**src/rtl/binary_mul_pkg.sv**
```systemverilog
// Shared widths and types for the unsigned 8x8 multiplier.
package binary_mul_pkg;
  localparam int OP_W   = 8;
  localparam int PROD_W = 16;

  typedef logic [PROD_W-1:0] prod_t;
endpackage

```
**src/rtl/binary_mul_8_1_uni_full_adder.sv**
```systemverilog
// One-bit full adder; the building block of the CSA rows and the final adder.
module full_adder (
  input  logic a,
  input  logic b,
  input  logic cin,
  output logic s,
  output logic cout
);
  // Sum and majority carry.
  always_comb begin
    s    = a ^ b ^ cin;
    cout = (a & b) | (a & cin) | (b & cin);
  end
endmodule

```
**src/rtl/binary_mul_8_1_uni.sv**
```systemverilog
// Unsigned 8x8 multiplier: AND-array partial products, carry-save row
// reduction, ripple carry-propagate adder, one enabled output register.
module binary_mul_8_1_uni
  import binary_mul_pkg::*;
(
  input  logic              clk,
  input  logic              rst_n,
  input  logic              en,
  input  logic [OP_W-1:0]   A,
  input  logic [OP_W-1:0]   B,
  output logic [PROD_W-1:0] P
);
  localparam int ROWS = OP_W - 2;  // CSA rows needed to fold 8 vectors into 2

  // Partial products, already shifted to their weight.
  logic [OP_W-1:0][PROD_W-1:0] pp;

  // Redundant (sum, carry) pair after each CSA row; index 0 is the seed.
  logic [ROWS:0][PROD_W-1:0] sum_v;
  logic [ROWS:0][PROD_W-1:0] car_v;

  // Ripple carries of the final adder and the combinational product.
  logic [PROD_W-1:0] rc;
  prod_t             prod;

  genvar j, r, i;

  for (j = 0; j < OP_W; j++) begin : g_pp
    assign pp[j] = {{(PROD_W-OP_W){1'b0}}, A & {OP_W{B[j]}}} << j;
  end

  assign sum_v[0] = pp[0];
  assign car_v[0] = pp[1];

  // Each row compresses the running (sum, carry) pair with the next partial
  // product. A carry out of the MSB column would weigh 2^16; since the true
  // product fits in 16 bits, arithmetic mod 2^16 is exact, so the MSB column
  // only needs its sum bit.
  for (r = 0; r < ROWS; r++) begin : g_row
    assign car_v[r+1][0] = 1'b0;
    for (i = 0; i < PROD_W-1; i++) begin : g_col
      full_adder u_fa (
        .a   (sum_v[r][i]),
        .b   (car_v[r][i]),
        .cin (pp[r+2][i]),
        .s   (sum_v[r+1][i]),
        .cout(car_v[r+1][i+1])
      );
    end
    assign sum_v[r+1][PROD_W-1] = sum_v[r][PROD_W-1] ^ car_v[r][PROD_W-1]
                                ^ pp[r+2][PROD_W-1];
  end

  // Ripple carry-propagate adder merging the final redundant pair.
  assign rc[0] = 1'b0;
  for (i = 0; i < PROD_W-1; i++) begin : g_cpa
    full_adder u_fa (
      .a   (sum_v[ROWS][i]),
      .b   (car_v[ROWS][i]),
      .cin (rc[i]),
      .s   (prod[i]),
      .cout(rc[i+1])
    );
  end
  assign prod[PROD_W-1] = sum_v[ROWS][PROD_W-1] ^ car_v[ROWS][PROD_W-1]
                        ^ rc[PROD_W-1];

  // Output register: async clear, load on enable, otherwise hold.
  always_ff @(posedge clk or negedge rst_n) begin
    if (!rst_n)  P <= '0;
    else if (en) P <= prod;
  end
endmodule

```
**config.mk**
```make
export PLATFORM = sky130hd
export DESIGN_NAME = binary_mul_8_1_uni
export DESIGN_NICKNAME = d
export VERILOG_FILES = /design/src/rtl/binary_mul_pkg.sv /design/src/rtl/binary_mul_8_1_uni_full_adder.sv /design/src/rtl/binary_mul_8_1_uni.sv
export SDC_FILE = /design/constraint.sdc
export NUM_CORES = 1
export LEC_CHECK = 0
export ABC_CLOCK_PERIOD_IN_PS = 2190
export CAP_MARGIN = 5
export CORE_MARGIN = 3
export CORE_UTILIZATION = 35
export CTS_BUF_LIST = sky130_fd_sc_hd__clkbuf_8
export DETAILED_ROUTE_END_ITERATION = 16
export GPL_TIMING_DRIVEN = 0
export PLACE_DENSITY_LB_ADDON = 0.15
export RECOVER_POWER = 50
export SLEW_MARGIN = 0
export SYNTH_ARGS = -nofsm -noshare
export SYNTH_HDL_FRONTEND = slang
export SYNTH_SLANG_ARGS = --single-unit
```
**constraint.sdc**
```tcl
create_clock -name clk -period 2.19 [get_ports clk]
set_input_delay 0.3285 -clock clk [delete_from_list [all_inputs] [get_ports clk]]
set_output_delay 0.3285 -clock clk [all_outputs]
set_load 0.05 [all_outputs]
```
Yosys cells after proc, flatten, opt, wreduce, memory -nomap -nowiden

Cells that the tools add are included.

Bits of input ports: 19
Bits in registers: 16
Logic and storage cells: 361
Output and inout port bits: 16

Bitwise gates (word level): 360

Operators by type and width:

| cell        | number |
|---|---|
| $and 1x1->1 | 152 |
| $xor 1x1->1 | 104 |
| $or 1x1->1  | 96 |
| $and 8x8->8 | 8 |

Depth between registers and ports, before layout

Depth after elaboration: 40
Gate-level depth with buffers: 20
Gate-level depth less buffers: 19

Cells and area by module

Synthesis repeated with hierarchy kept, for this count alone.

Cells, all modules: 208
Area total of the unflattened synthesis: 3178.0 µm²

Modules (own cells, without submodules):

| module             | area each (µm²) | times used | cells each | seq. area each (µm²) |
|---|---|---|---|---|
| full_adder         | 20.0            | 105        | 1          | 0.0 |
| binary_mul_8_1_uni | 1076.0          | 1          | 103        | 400.4 |

Worst setup path before layout

OpenSTA, ideal clock, no wires.

Path type: in2reg
Start point: in B[0]
End point: reg P[14]
Path slack: -4.845 ns
Buffers on the path: 0
Data arrival time: 6.910 ns
Data required time: 2.065 ns
Stages: 18
Cell sequence: and2_1 fa_1 inv_1 fa_1 fa_1 fa_1 fa_1 fa_1 inv_1 ha_1 fa_1 fa_1 fa_1 fa_1 fa_1 fa_1 fa_1 mux2_4

Word-level cells in the longest chain between the ends: 38
Elaborated cells between the ends (all ways): 280
Classes of those cells: bitwise (280)

RTL lines:

| element                 | line                                | source |
|---|---|---|
| start: declaration      | binary_mul_8_1_uni.sv:10            | `input logic [OP_W-1:0] B,` |
| $and 8x8->8 (*)         | binary_mul_8_1_uni.sv:29            | `assign pp[j] = {{(PROD_W-OP_W){1'b0}}, A & {OP_W{B[j]}}} << j;` |
| $and 1x1->1             | binary_mul_8_1_uni_full_adder.sv:12 | `cout = (a & b) \| (a & cin) \| (b & cin);` |
| $or 1x1->1 (2 in a row) | binary_mul_8_1_uni_full_adder.sv:12 |  |
| $and 1x1->1             | binary_mul_8_1_uni_full_adder.sv:12 |  |
| $or 1x1->1 (2 in a row) | binary_mul_8_1_uni_full_adder.sv:12 |  |
| $and 1x1->1             | binary_mul_8_1_uni_full_adder.sv:12 |  |
| $or 1x1->1 (2 in a row) | binary_mul_8_1_uni_full_adder.sv:12 |  |
| $and 1x1->1             | binary_mul_8_1_uni_full_adder.sv:12 |  |
| (+18 left out)          | n/a                                 |  |
| $or 1x1->1 (2 in a row) | binary_mul_8_1_uni_full_adder.sv:12 |  |
| $and 1x1->1             | binary_mul_8_1_uni_full_adder.sv:12 |  |
| $or 1x1->1 (2 in a row) | binary_mul_8_1_uni_full_adder.sv:12 |  |
| $and 1x1->1             | binary_mul_8_1_uni_full_adder.sv:12 |  |
| $or 1x1->1              | binary_mul_8_1_uni_full_adder.sv:12 |  |
| $or 1x1->1 (*)          | binary_mul_8_1_uni_full_adder.sv:12 |  |
| $xor 1x1->1 (*)         | binary_mul_8_1_uni_full_adder.sv:11 | `s = a ^ b ^ cin;` |
| net g_cpa[14].u_fa.s    | binary_mul_8_1_uni_full_adder.sv:6  | `output logic s,` |
| end signal: assignment  | binary_mul_8_1_uni.sv:71            | `else if (en) P <= prod;` |
| end: declaration        | binary_mul_8_1_uni.sv:11            | `output logic [PROD_W-1:0] P` |

The timed path passes the listed nets; every way through them passes the cells marked *.
A chain may end at the register's enable or synchronous reset.

Final worst setup path

Same ends and word-level chain as after synthesis.

==> impl_metrics.yaml <==
cts:
  clk_path_buf_depth: 2
  clock_latency_ns: 0.24
  htreeDepth: 1
  root_buffer: "clkbuf_8"
  cts_tree: "done"
  numClockSinks: 16
  clk_pin_slew_ns: 0.06
  cts_buffers: 3
finish:
  regArea_um2: 400
  largest_reg_flops: 16
  multi_input_area_um2: 1760
  regMostFlops: "P"
  diodes: 0
  fin_area_um2: 2890
  reg_top3: "P: 16 flops"
  layout-drive-gt1-share_pct: 33.0
  fillCellCount: 563
  fin_nets: 303
  syn_to_final_growth_pct: 35.4
die:
  ios: 35
  rows: 27
  start_util_pct: 37.4
  fp.dieArea_um2: 7070
  coreArea_um2: 5710
  die_x_um: 84.1
  die_h_um: 84.1
synthesis:
  netlist_area_um2: 2130
  ys_seq_area_share_pct: 18.8
  yosysMostFrequentCell: "fa_1"
  ys_top_cells_by_area: "fa_1 45%, dfrtp_1 19%, and2_1 7.9%"
  syn_inst: 188
  yosysTopAreaCellShare_pct: 45.0
  synth-seq-cells: 16
  synth.avg_cell_area_um2: 11.3
  synth_edf_count: 0
  synth_cell_types: 13
  synth_nets: 263
  synth_common_cells: "48 x fa_1, 36 x nand2_1, 32 x inv_1"
  ys_async_sr_fraction_pct: 100
  ys.flop_type: "dfrtp_1"
  yosys.area.top_type: "fa_1"
  synth-warning-count: 0
sta:
  setup_viol: 13
  timing.slew.headroom_pct: 53.2
  hold_viol_final: 0
  setup_ws_ns: -4.13
  layout_min_cycle_time_ns: 6.32
  max_freq_mhz: 158
  rsz0062_at_grt: "yes"
  fin_skew_ns: 0
  finalMaxSlewViolations: 0
  fin_hold_ws_ns: 0.416
  tightest_slew_ns: 0.700
  period_share_pct: 288
status:
  failed_checks: "setup timing"
  status: "complete, but fails checks"
worst_setup_path:
  critPathLaunchType: "input pin"
  r2r_start: "P[9]"
  rr_worst_depth: 1
  startpoint: "B[0]"
  end_kind: "flop"
  path_max_fanout: 2
  worstPathRequired_ns: 2.32
  crit_arrival_ns: 6.45
  critPathKind: "input pin to flop"
placement:
  portBuffers: 31
  gp_congestion: 0.706
  place_area_um2: 2680
  dp_hpwl_mm: 3.19
power_and_ir_drop:
  pwr-share-seq_pct: 17.7
  p_comb_share_pct: 73.3
  p_sw_share_pct: 44.7
  finalPower_mw: 2.80
  p_switching_mw: 1.25
  leakagePower_nw: 1.30
  p_clk_share_pct: 9.0
  ir_drop_mv: 0.559
  p_per_area_nw_per_um2: 970
  p_int_mw: 1.55
worst_hold_path:
  worstHoldStart: "en"
  whs_path_depth: 2
  min_path_type: "input pin to flop"
grt:
  overflow: 0
  grt_pass1_vias: 1551
  antenna_found_initial: 0
  grt_pass1_wl_mm: 6.77
  grt_util_all_layers_pct: 11.5
  grt_max_degree: 17
detailed_routing:
  drc: 0
  vias_per_cell: 4.65
  first_pass_iters: 3
  vias: 1391
  drt-total-wl_mm: 3.60
  drtIter0Drc: 19
  drt.antenna.violating_nets: 0
  wl_per_cell_um: 12.0
run:
  maxCapViolations: 0
-- worst max-delay path: stages --
cell	delay (ns)
buf_12	0.10
and2_4	0.15
fa_1	0.53
inv_1	0.05
fa_1	0.49
fa_1	0.43
fa_1	0.51
fa_1	0.43
fa_1	0.51
inv_2	0.05
ha_4	0.15
fa_2	0.35
fa_2	0.34
fa_2	0.34
fa_2	0.34
fa_2	0.34
fa_2	0.34
fa_2	0.41
mux2_4	0.26
-- cells by family (layout without fill, tap and decap cells) --
| logic type | after synthesis | after routing | synth area share, % |
|---|---|---|---|
| muxes | 15 | 15 | 9.33 |
| buffers and inverters | 36 | 75 | 7.45 |
| adders and majority gates | 56 | 56 | 49.7 |
| AOI/OAI and AO/OA | 1 | 1 | 0.234 |
| DFF | 16 | 16 | 18.8 |
| and+or+nand+nor | 64 | 64 | 14.5 |
-- metrics by stage --
stage	instances	TNS (ns)	worst slack, ns	util, %
finish	299	-30.39	-4.13	50.6
global route	299	-31.60	-4.26	50.6
CTS	298	-30.27	-4.15	49.7
detailed placement	291	-42.46	-5.12	47.0
global placement	291	-42.09	-5.07	47.0
floorplan	188	-30.78	-4.18	-
-- cell usage in the layout, fill, tap and decap left out, types with 2 or more instances in the layout --
| cell type | instances |
|---|---|
| dlygate4sd2_1 | 2 |
| fa_2 | 18 |
| and2_1 | 23 |
| ha_1 | 3 |
| buf_6 | 6 |
| buf_12 | 3 |
| fa_1 | 30 |
| clkbuf_8 | 4 |
| inv_2 | 6 |
| buf_8 | 2 |
| dfrtp_1 | 16 |
| clkdlybuf4s50_1 | 20 |
| ha_4 | 5 |
| mux2_4 | 14 |
| inv_1 | 26 |
| nand2_1 | 28 |
| nand2_4 | 6 |
| nand2_2 | 2 |
| and2_4 | 4 |
| clkbuf_16 | 2 |
-- per-layer routing --
layer | vias to the layer above | wire length (µm) | GRT usage, %
met2 | 21 | 1960 | 21.7
met4 | 0 | 10 | 1.32
met3 | 2 | 120 | 2.27
li1 | 636 | - | -
met5 | - | 0 | 0
met1 | 732 | 1510 | 13.8
-- final cells by class --
| class | instances | area share (%) |
|---|---|---|
| Timing Repair Buffer | 35 | 13.0 |
| Inverter | 32 | 4.16 |
| Multi-Input combinational cell | 136 | 61.1 |
| Buffer | 4 | 2.82 |
| Clock buffer | 4 | 1.91 |
| Tap cell | 72 | 3.12 |
| Sequential cell | 16 | 13.9 |
-- timing repair --
action | CTS | global route
gates resized for setup | 65 | 8
buffers inserted | 3 | 1
setup endpoints to repair | 13 | 13
pin swaps | 13 | 11
hold buffers | 0 | 0
-- worst paths after layout --
kind / end / slack, ns
max in group asynchronous: P[15] / 1.17
min in group asynchronous: P[6] / 0.57
worst max register to register: P[9] / 1.41
worst min register to register: P[15] / 0.51
worst min-delay path: P[8] / 0.42
worst max-delay path: P[14] / -4.13
-- power groups by stage --
| stage | Sequential [mW] | Combinational [mW] | Clock, mW |
|---|---|---|---|
| floorplan | 0.919 | 1.04 | 0 |
| global placement | 0.498 | 1.99 | 0 |
| detailed placement | 0.500 | 2.02 | 0 |
| CTS | 0.498 | 2.09 | 0.263 |
| global route | 0.514 | 2.33 | 0.276 |
| finish | 0.496 | 2.05 | 0.251 |
Note: power is estimated with default switching activity, not from simulation.
